[src/rtl/rt_pkg.sv]
// Shared definitions for the route-computation stage: port indices, FSM states
// and the XY / VC selection helpers used by the top and the multicast splitter.
package rt_pkg;

    localparam int NPORT = 5;

    localparam logic [2:0] P_LOCAL = 3'd0;
    localparam logic [2:0] P_EAST  = 3'd1;
    localparam logic [2:0] P_WEST  = 3'd2;
    localparam logic [2:0] P_NORTH = 3'd3;
    localparam logic [2:0] P_SOUTH = 3'd4;

    typedef enum logic [0:0] {
        ST_IDLE = 1'b0,
        ST_FORK = 1'b1
    } rt_state_e;

    // X first, then Y; a destination equal to this node stays LOCAL.
    function automatic logic [2:0] xy_port(input int my_x, input int my_y,
                                           input int dst_x, input int dst_y);
        logic [2:0] p;
        if (dst_x > my_x) begin
            p = P_EAST;
        end else if (dst_x < my_x) begin
            p = P_WEST;
        end else if (dst_y > my_y) begin
            p = P_NORTH;
        end else if (dst_y < my_y) begin
            p = P_SOUTH;
        end else begin
            p = P_LOCAL;
        end
        return p;
    endfunction

    function automatic int vc_next(input int vch, input int iport, input int oport,
                                   input int policy, input int nvch);
        logic turn;
        int   res;
        turn = ((iport == int'(P_EAST)) || (iport == int'(P_WEST))) &&
               ((oport == int'(P_NORTH)) || (oport == int'(P_SOUTH)));
        if ((policy == 1) && turn) begin
            res = (vch + 1) % nvch;
        end else begin
            res = vch;
        end
        return res;
    endfunction

    // Lowest set bit wins, so branches leave in port-index order.
    function automatic logic [2:0] low_idx(input logic [NPORT-1:0] m);
        logic [2:0] idx;
        idx = 3'd0;
        for (int i = NPORT - 1; i >= 0; i--) begin
            idx = m[i] ? 3'(i) : idx;
        end
        return idx;
    endfunction

    function automatic logic one_left(input logic [NPORT-1:0] m);
        return (m != 5'd0) && ((m & (m - 5'd1)) == 5'd0);
    endfunction

endpackage

[src/rtl/rtcomp_mc_if.sv]
// Header-in / branch-out channel of the route-computation stage.
interface rtcomp_mc_if #(
    parameter int MESH_X = 4,
    parameter int MESH_Y = 4,
    parameter int NVCH   = 2
);
    localparam int NNODE = MESH_X * MESH_Y;
    localparam int XW    = (MESH_X > 1) ? $clog2(MESH_X) : 1;
    localparam int YW    = (MESH_Y > 1) ? $clog2(MESH_Y) : 1;
    localparam int VW    = (NVCH > 1) ? $clog2(NVCH) : 1;

    logic             hdr_valid;
    logic             hdr_ready;
    logic             hdr_um;
    logic [XW-1:0]    hdr_dst_x;
    logic [YW-1:0]    hdr_dst_y;
    logic [NNODE-1:0] hdr_mdst;
    logic [VW-1:0]    hdr_vch;
    logic [2:0]       hdr_iport;
    logic             rt_valid;
    logic             rt_ready;
    logic [4:0]       rt_port;
    logic [VW-1:0]    rt_ovch;
    logic [NNODE-1:0] rt_mdst_rm;
    logic             rt_last;
    logic             rt_drop;

    modport slave (
        input  hdr_valid, hdr_um, hdr_dst_x, hdr_dst_y, hdr_mdst, hdr_vch, hdr_iport,
        input  rt_ready,
        output hdr_ready,
        output rt_valid, rt_port, rt_ovch, rt_mdst_rm, rt_last, rt_drop
    );

    modport master (
        output hdr_valid, hdr_um, hdr_dst_x, hdr_dst_y, hdr_mdst, hdr_vch, hdr_iport,
        output rt_ready,
        input  hdr_ready,
        input  rt_valid, rt_port, rt_ovch, rt_mdst_rm, rt_last, rt_drop
    );

endinterface

[src/rtl/rt_mc_split.sv]
// Combinational partition of a multicast bitmap into one destination bitmap
// per output port, plus the mask of ports that receive at least one destination.
module rt_mc_split
    import rt_pkg::*;
#(
    parameter int MESH_X  = 4,
    parameter int MESH_Y  = 4,
    parameter int MY_XPOS = 0,
    parameter int MY_YPOS = 0
) (
    input  logic [MESH_X*MESH_Y-1:0]            mdst,
    output logic [NPORT-1:0][MESH_X*MESH_Y-1:0] bm,
    output logic [NPORT-1:0]                    pend
);

    localparam int NNODE = MESH_X * MESH_Y;

    logic [2:0] port_s;

    // Route every node index with the XY rule and collect its bit under that port.
    always_comb begin
        bm     = '0;
        pend   = '0;
        port_s = 3'd0;
        for (int n = 0; n < NNODE; n++) begin
            port_s        = xy_port(MY_XPOS, MY_YPOS, n % MESH_X, n / MESH_X);
            bm[port_s][n] = mdst[n];
        end
        for (int p = 0; p < NPORT; p++) begin
            pend[p] = |bm[p];
        end
    end

endmodule

[src/rtl/rtcomp_mc.sv]
// Pipelined XY route computation with bitmap multicast: one header in, one
// branch per destination port out, emitted lowest port first under backpressure.
module rtcomp_mc
    import rt_pkg::*;
#(
    parameter int MESH_X    = 4,
    parameter int MESH_Y    = 4,
    parameter int MY_XPOS   = 0,
    parameter int MY_YPOS   = 0,
    parameter int NVCH      = 2,
    parameter int VC_POLICY = 0
) (
    input  logic        clk,
    input  logic        rst,
    rtcomp_mc_if.slave  bus
);

    localparam int NNODE = MESH_X * MESH_Y;
    localparam int VW    = (NVCH > 1) ? $clog2(NVCH) : 1;

    rt_state_e                     state_r;
    rt_state_e                     state_n_s;

    logic [NPORT-1:0][NNODE-1:0]   split_bm_s;
    logic [NPORT-1:0]              split_pend_s;
    logic [2:0]                    uni_port_s;

    logic [NPORT-1:0][NNODE-1:0]   bm_r,    bm_n_s;
    logic [NPORT-1:0]              pend_r,  pend_n_s;
    logic [VW-1:0]                 vch_r,   vch_n_s;
    logic [2:0]                    iport_r, iport_n_s;
    logic                          um_r,    um_n_s;
    logic                          drop_r,  drop_n_s;

    logic                          valid_r;
    logic [4:0]                    port_r,  port_n_s;
    logic [VW-1:0]                 ovch_r,  ovch_n_s;
    logic [NNODE-1:0]              mdst_r,  mdst_n_s;
    logic                          last_r,  last_n_s;
    logic                          rdrop_r;

    logic [2:0]                    sel_idx_s;
    logic                          load_out_s;
    logic                          accept_s;
    logic                          take_s;
    logic                          hdr_ready_s;
    logic                          rt_valid_s;

    rt_mc_split #(
        .MESH_X  (MESH_X),
        .MESH_Y  (MESH_Y),
        .MY_XPOS (MY_XPOS),
        .MY_YPOS (MY_YPOS)
    ) u_split (
        .mdst (bus.hdr_mdst),
        .bm   (split_bm_s),
        .pend (split_pend_s)
    );

    assign uni_port_s = xy_port(MY_XPOS, MY_YPOS, int'(bus.hdr_dst_x), int'(bus.hdr_dst_y));
    assign accept_s   = bus.hdr_valid & hdr_ready_s;
    assign take_s     = valid_r & bus.rt_ready;

    // FSM state register.
    always_ff @(posedge clk) begin
        if (rst) begin
            state_r <= ST_IDLE;
        end else begin
            state_r <= state_n_s;
        end
    end

    // FSM next state: stay in FORK while any branch remains after this edge.
    always_comb begin
        state_n_s = state_r;
        if (accept_s || take_s) begin
            state_n_s = (pend_n_s != 5'd0) ? ST_FORK : ST_IDLE;
        end else begin
            state_n_s = state_r;
        end
    end

    // FSM outputs; a new header may ride on the handshake of the final branch.
    always_comb begin
        hdr_ready_s = 1'b0;
        if (rst) begin
            hdr_ready_s = 1'b0;
        end else begin
            case (state_r)
                ST_IDLE: hdr_ready_s = 1'b1;
                ST_FORK: hdr_ready_s = last_r & bus.rt_ready;
                default: hdr_ready_s = 1'b0;
            endcase
        end
        rt_valid_s = valid_r & ~rst;
    end

    // Next header context and next branch to present; loaded header beats a consumed branch.
    always_comb begin
        bm_n_s     = bm_r;
        pend_n_s   = pend_r;
        vch_n_s    = vch_r;
        iport_n_s  = iport_r;
        um_n_s     = um_r;
        drop_n_s   = drop_r;
        load_out_s = 1'b0;
        if (accept_s) begin
            load_out_s = 1'b1;
            vch_n_s    = bus.hdr_vch;
            iport_n_s  = bus.hdr_iport;
            um_n_s     = bus.hdr_um;
            if (bus.hdr_um) begin
                bm_n_s   = split_bm_s;
                drop_n_s = (split_pend_s == 5'd0);
                // An empty bitmap still produces a single terminating branch.
                pend_n_s = drop_n_s ? 5'b00001 : split_pend_s;
            end else begin
                bm_n_s   = '0;
                drop_n_s = 1'b0;
                pend_n_s = 5'b00001 << uni_port_s;
            end
        end else if (take_s) begin
            load_out_s = 1'b1;
            pend_n_s   = pend_r & ~(5'b00001 << low_idx(pend_r));
        end else begin
            load_out_s = 1'b0;
        end
        sel_idx_s = low_idx(pend_n_s);
        port_n_s  = drop_n_s ? 5'b00000 : (5'b00001 << sel_idx_s);
        ovch_n_s  = VW'(vc_next(int'(vch_n_s), int'(iport_n_s), int'(sel_idx_s), VC_POLICY, NVCH));
        mdst_n_s  = um_n_s ? bm_n_s[sel_idx_s] : '0;
        last_n_s  = one_left(pend_n_s);
    end

    // Header context and registered branch outputs; port/vc/bitmap hold after the last branch.
    always_ff @(posedge clk) begin
        if (rst) begin
            bm_r    <= '0;
            pend_r  <= 5'd0;
            vch_r   <= '0;
            iport_r <= 3'd0;
            um_r    <= 1'b0;
            drop_r  <= 1'b0;
            valid_r <= 1'b0;
            port_r  <= 5'd0;
            ovch_r  <= '0;
            mdst_r  <= '0;
            last_r  <= 1'b0;
            rdrop_r <= 1'b0;
        end else begin
            bm_r    <= bm_n_s;
            pend_r  <= pend_n_s;
            vch_r   <= vch_n_s;
            iport_r <= iport_n_s;
            um_r    <= um_n_s;
            drop_r  <= drop_n_s;
            if (load_out_s) begin
                valid_r <= (pend_n_s != 5'd0);
                if (pend_n_s != 5'd0) begin
                    port_r  <= port_n_s;
                    ovch_r  <= ovch_n_s;
                    mdst_r  <= mdst_n_s;
                    last_r  <= last_n_s;
                    rdrop_r <= drop_n_s;
                end else begin
                    last_r  <= 1'b0;
                    rdrop_r <= 1'b0;
                end
            end else begin
                valid_r <= valid_r;
            end
        end
    end

    assign bus.hdr_ready  = hdr_ready_s;
    assign bus.rt_valid   = rt_valid_s;
    assign bus.rt_port    = port_r;
    assign bus.rt_ovch    = ovch_r;
    assign bus.rt_mdst_rm = mdst_r;
    assign bus.rt_last    = last_r;
    assign bus.rt_drop    = rdrop_r;

endmodule

[src/flat_wrapper.sv]
// flat-port wrapper written by rule: the top's interface ports become plain ports
module rtcomp_mc_flat import rt_pkg::*;
#(
    parameter int MESH_X    = 4,
    parameter int MESH_Y    = 4,
    parameter int MY_XPOS   = 0,
    parameter int MY_YPOS   = 0,
    parameter int NVCH      = 2,
    parameter int VC_POLICY = 0
)
  (clk, rst, bus_hdr_valid, bus_hdr_um, bus_hdr_dst_x, bus_hdr_dst_y, bus_hdr_mdst, bus_hdr_vch, bus_hdr_iport, bus_rt_ready, bus_hdr_ready, bus_rt_valid, bus_rt_port, bus_rt_ovch, bus_rt_mdst_rm, bus_rt_last, bus_rt_drop);
  rtcomp_mc_if #(.MESH_X(MESH_X), .MESH_Y(MESH_Y), .NVCH(NVCH)) bus_i ();
  input  logic clk;
  input  logic rst;
  input wire logic [$bits(bus_i.hdr_valid)-1:0] bus_hdr_valid;
  input wire logic [$bits(bus_i.hdr_um)-1:0] bus_hdr_um;
  input wire logic [$bits(bus_i.hdr_dst_x)-1:0] bus_hdr_dst_x;
  input wire logic [$bits(bus_i.hdr_dst_y)-1:0] bus_hdr_dst_y;
  input wire logic [$bits(bus_i.hdr_mdst)-1:0] bus_hdr_mdst;
  input wire logic [$bits(bus_i.hdr_vch)-1:0] bus_hdr_vch;
  input wire logic [$bits(bus_i.hdr_iport)-1:0] bus_hdr_iport;
  input wire logic [$bits(bus_i.rt_ready)-1:0] bus_rt_ready;
  output wire logic [$bits(bus_i.hdr_ready)-1:0] bus_hdr_ready;
  output wire logic [$bits(bus_i.rt_valid)-1:0] bus_rt_valid;
  output wire logic [$bits(bus_i.rt_port)-1:0] bus_rt_port;
  output wire logic [$bits(bus_i.rt_ovch)-1:0] bus_rt_ovch;
  output wire logic [$bits(bus_i.rt_mdst_rm)-1:0] bus_rt_mdst_rm;
  output wire logic [$bits(bus_i.rt_last)-1:0] bus_rt_last;
  output wire logic [$bits(bus_i.rt_drop)-1:0] bus_rt_drop;
  assign bus_i.hdr_valid = bus_hdr_valid;
  assign bus_i.hdr_um = bus_hdr_um;
  assign bus_i.hdr_dst_x = bus_hdr_dst_x;
  assign bus_i.hdr_dst_y = bus_hdr_dst_y;
  assign bus_i.hdr_mdst = bus_hdr_mdst;
  assign bus_i.hdr_vch = bus_hdr_vch;
  assign bus_i.hdr_iport = bus_hdr_iport;
  assign bus_i.rt_ready = bus_rt_ready;
  assign bus_hdr_ready = bus_i.hdr_ready;
  assign bus_rt_valid = bus_i.rt_valid;
  assign bus_rt_port = bus_i.rt_port;
  assign bus_rt_ovch = bus_i.rt_ovch;
  assign bus_rt_mdst_rm = bus_i.rt_mdst_rm;
  assign bus_rt_last = bus_i.rt_last;
  assign bus_rt_drop = bus_i.rt_drop;
  rtcomp_mc #(.MESH_X(MESH_X), .MESH_Y(MESH_Y), .MY_XPOS(MY_XPOS), .MY_YPOS(MY_YPOS), .NVCH(NVCH), .VC_POLICY(VC_POLICY)) u_core (.clk(clk), .rst(rst), .bus(bus_i));
endmodule
[config.mk]
export PLATFORM = sky130hd
export DESIGN_NAME = rtcomp_mc_flat
export DESIGN_NICKNAME = d
export VERILOG_FILES = /design/src/rtl/rt_pkg.sv /design/src/rtl/rtcomp_mc_if.sv /design/src/rtl/rt_mc_split.sv /design/src/rtl/rtcomp_mc.sv /design/src/flat_wrapper.sv
export SDC_FILE = /design/constraint.sdc
export NUM_CORES = 1
export LEC_CHECK = 0
export CAP_MARGIN = 25
export CORE_ASPECT_RATIO = 0.9
export CORE_UTILIZATION = 25
export CTS_CLUSTER_SIZE = 8
export DETAILED_ROUTE_END_ITERATION = 7
export PLACE_DENSITY = 0.38
export RECOVER_POWER = 50
export SYNTH_ARGS = -nofsm -noshare
export SYNTH_HDL_FRONTEND = slang
export SYNTH_SLANG_ARGS = --single-unit
[constraint.sdc]
create_clock -name clk -period 6.7 [get_ports clk]
set_input_delay 2.01 -clock clk [delete_from_list [all_inputs] [get_ports clk]]
set_output_delay 2.01 -clock clk [all_outputs]
set_load 0.1 [all_outputs]
==> out/summary.txt, run 1 <==
CTS resizes: 0
slew margin rel.: 18.2%
CTS H-tree depth: 4
Max stage delay cell, worst path: clkbuf_1
crit path kind: in2reg
Worst Hold Depth: 2
Clock Skews: 0.00700 ns
Synth Area in Simple Gates: 25.8%
Post-DP Area: 5220 um^2
Vias: 3,655
Avg Inst Size Synth: 9.33 um^2
fin crit share: 83.0%
peak supply drop: 0.000187 V
row count: 46
final critical-path setup slack: 1.14 ns
vias in the first global route: 3,665
Area Growth Syn to Fin: 29.9%
drt first pass iters: 4
number of buffers created by CTS: 17
Final Net Count: 552
RSZ-0062 raised after global routing: false
sequential area share after synthesis: 50.3%
initial antenna violation count: 0
WP depth: 10
largest family of logic cells by synthesized area: simple AND/OR/NAND/NOR gates
Post-synth top cells: dfxtp_1, and3_1, nor2_1, clkbuf_1, nand2_1
Detailed Place HPWL: 7890 um
antenna cells: 0
clock tree sinks: 113
wire length per cell: 15.8 um
area fraction in compound gates after synthesis: 14.6%
crit-path cells: dlygate4sd3_1 -> buf_4 -> nand2b_1 -> nor2_1 -> clkbuf_1 -> a31oi_1 -> nand3_1 -> and3_1 -> o21ai_0 -> nand3_1
Hold Vio Cnt, Final: 0
min cycle time layout: 5.56 ns
Die Y-Extent: 129 um
R2R cell count: 8
Critical Path Max Stage Delay: 0.79 ns
first-pass GRT wire length: 19,500 um
largest net degree at the start of global routing: 78
fin. max-slew vios: 0
Cells after Synth: 482
asr flop ratio synth: 0%
Yosys warning count: 0
Max Fclk: 180 MHz
ys flop type: dfxtp_1
Post-CTS Setup Bufs: 0
Residual DRC: 0
Vias per Instance: 4.71
Synth Register Bits: 113
Power Density: 311 nW/um^2
top-count cell post-synth: dfxtp_1
Port Buffers: 51
Starting Density: 25.5%
CTS tree: built
die width: 143 um
Top delay family on crit path: buffers and inverters
GR Util All Layers: 14.0%
post-route ant nets: 0
Cell variety after synth: 57
# IOs: 55
latest clock arrival within the worst-skew pair: 0.42 ns
Critical Path RT: 7.06 ns
iteration-0 DRC count of the detailed router: 217
post-synthesis mux area share: 5.12%
area share of the largest cell type after synthesis: 50.3%
HP Class: reg2reg
core box area: 17,600 um^2
Max Root-Sink Buffers: 2
layout cells sized above 1: 12.3%
WP buf/inv: 3
CTS Hold Bufs: 0
Adder-Cell Fraction of Synth Area: 0.223%
Max FO, Critical Path: 40
Synth Area in XOR/XNOR: 0%
pre-CTS WS: 1.22 ns
Clock transition at path regs: 0.05 ns
Post-synth EDFFs: 0
actual slew at the worst max-slew pin: 1.23 ns
setup violators final: 0
full die area: 18,500 um^2
CP Capture Type: flop
RD Place Congestion: 0.758
Mapped Nets: 511
Most Frequent Cell on Critical Path: nand3_1
Area contributors post-synth: dfxtp_1, and3_1, mux2_2, nor2_1, a21oi_1
max-cap violations: 0
Synth Cell Area: 4500 um^2
clk root buf: clkbuf_16
gr ovfl total: 0
Critical Path Start Type: primary input
total power draw: 1.81 mW
Static Leak: 2.59 nW
area leader, netlist: dfxtp_1
setup tns final: 0 ns
status: completed
post-route cell area: 5840 um^2
drt total wl: 12,200 um
worst path arrival time: 5.92 ns
==> cells in the final DEF (no fill, tap or decap), types with 10 or more instances in the layout <==
cell type,netlist,final
nand3_1,14,14
a21oi_1,26,26
nor2_1,47,47
nand2_1,28,28
and3_1,93,93
dlygate4sd3_1,0,25
clkdlybuf4s50_1,0,24
o21ai_0,14,14
buf_4,0,10
clkbuf_16,0,17
mux2_2,16,16
dfxtp_1,113,113
a32oi_1,12,12
==> through the flow <==
step	hold slack [ns]	utilization, %	std cells
after global routing	0.483	33.2	776
after global placement	0.444	29.6	744
after floorplan	0.442	-	482
after detailed placement	0.451	29.6	744
final	0.448	33.2	776
after CTS	0.458	33.3	776
==> where the power goes <==
part           internal, mW  switching [mW]  total [mW]
registers             0.680         0.00489       0.685
logic                0.0491           0.106       0.155
clock network         0.660           0.314       0.974
total                  1.39           0.425        1.81
==> flip-flops by register name, indices dropped and copies added (netlist names) <==
signal and flops:
u_core.valid_r 1, u_core.bus.rt_mdst_rm 16, u_core.pend_r 5, u_core.bm_r 80, u_core.um_r 1, u_core.bus.rt_port 5
u_core.bus.rt_drop 1, u_core.vch_r 1, u_core.bus.rt_ovch 1, u_core.bus.rt_last 1, u_core.drop_r 1
==> final timing paths <==
path,startpoint,endpoint,slack (ns)
max,rst,u_core.bus.rt_mdst_rm[3],1.14
min,u_core.bus.rt_port[4],u_core.bus.rt_port[4],0.45
max reg2reg,u_core.valid_r,u_core.bus.rt_mdst_rm[0],3.10
min reg2reg,u_core.bus.rt_port[4],u_core.bus.rt_port[4],0.45
==> worst reg2reg max path: cells and delay by family, from the launching register on <==
kind                   cells  cell delay [ns]
AO/OA/AOI/OAI              5             1.47
buffers and inverters      1             0.36
flip-flops                 1             0.43
multiplexers               1             0.37
AND/OR/NAND/NOR            1             0.87
==> area by class of cell <==
class	instances	area, um^2
clock buffer	23	488
clock inverter	9	153
fill	1845	11800
inverter	4	15.0
multi-input combinational	326	2050
sequential	113	2260
tap	240	300
timing repair buffer	61	574
==> logic make-up (layout without fill, tap and decap cells) <==
family	after synthesis	in the layout
AO/OA/AOI/OAI	90	90
multiplexers	21	21
flip-flops	113	113
buffers and inverters	43	97
adder cells (fa/ha/maj)	1	1
AND/OR/NAND/NOR	214	214
==> routing by layer <==
layer  share of wire (%)  global-route usage, %  vias up
met5                   0                      0        -
met4                 1.8                   6.57        0
met1                  48                   17.1     1749
met3                 4.0                   4.14       20
met2                  46                   22.7       58
li1                    -                      -     1828
Note: power is estimated with default switching activity, not from simulation.
==> run 2, diff against run 1 <==
==> constraint.sdc (replaced) <==
create_clock -name clk -period 5.58 [get_ports clk]
set_input_delay 1.674 -clock clk [delete_from_list [all_inputs] [get_ports clk]]
set_output_delay 1.674 -clock clk [all_outputs]
set_load 0.1 [all_outputs]
==> run 2 against run 1 <==
Clock power increased by 9%. Hold slack improved by 0.0090 ns. Global-route usage increased by 0.17 points. Critical path depth decreased by 6. Sequential cell count unchanged. Largest power group unchanged.
==> out/summary.txt, run 2 (same netlist as run 1, synthesis figures left out) <==
status: completed
CTS Hold Bufs: 0
commonest non-fill, non-tap cell in the layout: dfxtp_1
Largest register FFs: 80
Max FO, Critical Path: 27
latest clock arrival within the worst-skew pair: 0.41 ns
Hold Vio Cnt, Final: 0
Clock Skews: 0.00554 ns
largest net degree at the start of global routing: 78
row count: 46
Port Buffers: 51
peak supply drop: 0.000215 V
gr ovfl total: 0
actual slew at the worst max-slew pin: 0.984 ns
combinational share of power: 9.3%
final critical-path setup slack: 0.963 ns
Static Leak: 2.52 nW
CTS resizes: 0
Critical Path Max Stage Delay: 0.58 ns
Post-CTS Setup Bufs: 0
Residual DRC: 0
Critical Path Start Type: primary input
iteration-0 DRC count of the detailed router: 171
number of buffers created by CTS: 17
M1 WL: 5900 um
slew margin rel.: 34.2%
max-cap violations: 0
Starting Density: 25.5%
post-layout util: 33.2%
initial antenna violation count: 0
antenna cells: 0
setup violators final: 0
full die area: 18,500 um^2
die width: 143 um
pre-CTS WS: 0.970 ns
WL met3: 415 um
Clock transition at path regs: 0.05 ns
clk root buf: clkbuf_16
clock tree sinks: 113
core box area: 17,600 um^2
Max stage delay cell, worst path: dlygate4sd3_1
crit-path cells: dlygate4sd3_1 -> buf_4 -> nor2b_1 -> buf_12
Top reg by flops: u_core.bm_r
drt first pass iters: 4
Highest Signal Layer: met4
Critical Path RT: 3.91 ns
worst path arrival time: 2.94 ns
Seq pwr share: 39.5%
Vias: 3,653
commonest cells after routing, fill and taps aside: dfxtp_1, and3_1, nor2_1, clkdlybuf4s50_1, nand2_1
Clock power frac: 51.1%
Area Growth Syn to Fin: 30.2%
Final Net Count: 556
met2 routed WL: 5830 um
RSZ-0062 raised after global routing: false
CTS H-tree depth: 4
CP Capture Type: primary output
wire length per cell: 15.7 um
Detailed Place HPWL: 8060 um
# IOs: 55
Power Density: 355 nW/um^2
GR Util All Layers: 14.2%
min cycle time layout: 4.62 ns
vias in the first global route: 3,643
post-route ant nets: 0
first-pass GRT wire length: 19,800 um
Pint: 1.56 mW
fin. max-slew vios: 0
HP Class: reg2reg
Sw Ratio: 24.9%
fin crit share: 82.7%
drt total wl: 12,200 um
Vias per Instance: 4.68
crit path kind: in2out
CTS tree: built
setup tns final: 0 ns
RD Place Congestion: 0.776
Max Root-Sink Buffers: 2
Max Fclk: 217 MHz
total power draw: 2.08 mW
layout cells sized above 1: 13.9%
Die Y-Extent: 129 um
sw power: 519 uW
-- run 2: cell count changes in the layout (fill, tap and decap cells not counted), moves of 2 or more --
cell,previous run,this run
clkinv_2,2,5
dlygate4sd3_1,25,2
clkinv_4,0,2
clkdlybuf4s50_1,24,47
buf_12,0,2
bufinv_16,4,2
clkbuf_8,4,2
inv_6,0,2
buf_4,10,14
clkbuf_1,3,0
-- run 2: worst paths after layout --
check        cells past startpoint                  start  slack, ns                  endpoint
max                              4                    rst       0.96              bus_rt_valid
max reg2reg                      8         u_core.valid_r       2.74  u_core.bus.rt_mdst_rm[3]
min                              2  u_core.bus.rt_port[3]       0.46     u_core.bus.rt_port[3]
min reg2reg                      2  u_core.bus.rt_port[3]       0.46     u_core.bus.rt_port[3]
-- run 2: area by class of cell --
cell class                      count  area, um^2
Clock inverter                     13         135
Sequential cell                   113        2260
Timing Repair Buffer               65         636
Inverter                            4        15.0
Fill cell                        1851       11800
Clock buffer                       19         453
Tap cell                          240         300
Multi-Input combinational cell    326        2050
-- run 2: power groups by stage --
stage          combinational [mW]  sequential, mW  clock, mW
5_1_grt                     0.211           0.823       1.14
3_5_place_dp                0.197           0.840          0
4_1_cts                     0.197           0.823       1.10
6_report                    0.194           0.823       1.06
3_3_place_gp                0.197           0.840          0
2_1_floorplan               0.107           0.859          0
-- run 2: through the flow --
stage,std cells,cell area [um^2],hold WS [ns]
after floorplan,482,4500,0.442
after global placement,748,5270,0.448
after detailed placement,748,5270,0.450
after CTS,780,5860,0.458
after global routing,780,5860,0.492
final,780,5860,0.457
-- run 2: worst max-delay path, delay by kind of cell --
family                 cells  cell delay [ns]
buffers and inverters      3             1.04
AND/OR/NAND/NOR            1             0.23
-- run 2: metal layers --
| layer | vias up | global-route usage [%] |
|---|---|---|
| met1 | 1761 | 18.1 |
| met5 | - | 0 |
| met4 | 0 | 4.69 |
| met3 | 4 | 4.25 |
| met2 | 49 | 22.9 |
| li1 | 1839 | - |
==> run 3, diff against run 2 <==
==> constraint.sdc (replaced) <==
create_clock -name clk -period 4.53 [get_ports clk]
set_input_delay 1.359 -clock clk [delete_from_list [all_inputs] [get_ports clk]]
set_output_delay 1.359 -clock clk [all_outputs]
set_load 0.1 [all_outputs]
==> run 3 against run 2 <==
Critical path depth up 5. Core utilization hardly changed. Highest routed layer unchanged. Largest cell class unchanged. Non-clock buffer count increased by 4. Combinational power increased by 22%.
==> out/summary.txt, run 3 (same netlist as run 1, synthesis figures left out) <==
status: completed
Power Density: 428 nW/um^2
Largest register FFs: 80
crit-path cells: dlygate4sd3_1 -> nand2b_1 -> o221a_2 -> a31oi_1 -> nand3_1 -> nor3_1 -> buf_12 -> a22o_1 -> a221o_1
antenna cells: 0
Residual DRC: 0
area of the multi-input gates: 2050 um^2
WP buf/inv: 2
CP Capture Type: flop
crit path kind: in2reg
max-cap violations: 0
clock tree sinks: 113
post-route ant nets: 0
worst path arrival time: 4.37 ns
commonest cells after routing, fill and taps aside: dfxtp_1, and3_1, clkdlybuf4s50_1
setup violators final: 0
Detailed Place HPWL: 8030 um
Max Root-Sink Buffers: 2
Top reg by flops: u_core.bm_r
fin crit share: 88.6%
iteration-0 DRC count of the detailed router: 163
Port Buffers: 51
total power draw: 2.51 mW
fin. max-slew vios: 0
core box area: 17,600 um^2
Die Y-Extent: 129 um
Critical Path RT: 4.88 ns
CTS H-tree depth: 4
WHS: 0.451 ns
GR Util All Layers: 13.9%
Max Fclk: 249 MHz
Hold Vio Cnt, Final: 0
Critical Path Max Stage Delay: 0.58 ns
Vias: 3,685
actual slew at the worst max-slew pin: 1.24 ns
commonest non-fill, non-tap cell in the layout: dfxtp_1
latest clock arrival within the worst-skew pair: 0.42 ns
Max stage delay cell, worst path: dlygate4sd3_1
number of buffers created by CTS: 17
CTS tree: built
drt first pass iters: 4
slew margin rel.: 17.2%
largest net degree at the start of global routing: 78
CTS Hold Bufs: 0
clk root buf: clkbuf_16
Sequential Area: 2260 um^2
Max FO, Critical Path: 13
Clock transition at path regs: 0.05 ns
Final Net Count: 560
Static Leak: 2.52 nW
RD Place Congestion: 0.783
wire length per cell: 15.3 um
row count: 46
HP Class: reg2reg
CTS resizes: 0
# IOs: 55
FILL cells: 1,869
initial antenna violation count: 0
RSZ-0062 raised after global routing: false
vias in the first global route: 3,608
die width: 143 um
layout cells sized above 1: 13.6%
full die area: 18,500 um^2
setup tns final: 0 ns
Clock Skews: 0.0131 ns
post-layout util: 33.3%
Critical Path Start Type: primary input
Area Growth Syn to Fin: 30.4%
Post-CTS Setup Bufs: 0
Post-DP Area: 5320 um^2
min cycle time layout: 4.02 ns
drt total wl: 12,000 um
Vias per Instance: 4.71
Starting Density: 25.5%
first-pass GRT wire length: 19,400 um
peak supply drop: 0.000268 V
Top delay family on crit path: simple AND/OR/NAND/NOR gates
post-route cell area: 5860 um^2
gr ovfl total: 0
[run 3: cell count changes in the layout (fill, tap and decap cells not counted), sizes merged]
cell,before,now
clkbuf,19,25
inv,6,4
buf,16,17
bufinv,2,1
clkdlybuf4s50,47,48
clkinv,7,6
dlygate4sd3,2,1
[run 3: routing by layer]
metal	up-vias	part of all wire (%)	track usage [%]
li1	1844	-	-
met1	1783	50	17.6
met2	47	47	22.2
met3	11	2.7	4.07
met4	0	1.0	5.26
met5	-	0	0
[run 3: cell type report]
cell class	count	area share, %
clock buffer	22	8.26
clock inverter	9	1.41
inverter	4	0.256
multi-input combinational	326	35.0
sequential	113	38.6
tap	240	5.12
timing repair buffer	69	11.4
[run 3: report_power, final]
group | internal (mW) | switching (mW) | leakage, nW
Sequential | 1.01 | 0.00751 | 0.912
Clock | 0.805 | 0.455 | 0.278
Combinational | 0.0823 | 0.155 | 1.33
Total | 1.89 | 0.617 | 2.52
[run 3: worst paths after layout]
check	from	endpoint	slack, ns	cells after the start
max	rst	u_core.bus.rt_mdst_rm[0]	0.51	9
min	u_core.bus.rt_port[2]	u_core.bus.rt_port[2]	0.45	2
max reg2reg	u_core.valid_r	u_core.bus.rt_mdst_rm[0]	1.84	8
min reg2reg	u_core.bus.rt_port[2]	u_core.bus.rt_port[2]	0.45	2
[run 3: worst min-delay path: stages, from the launching register on]
cell and delay (ns):
dfxtp_1 0.30, nand2_1 0.05, a21oi_1 0.05
[run 3: metrics by stage]
step           cells  setup WS, ns
2_1_floorplan    482         0.138
3_3_place_gp     752         0.301
3_5_place_dp     752         0.319
4_1_cts          783         0.663
5_1_grt          783         0.362
6_report         783         0.514
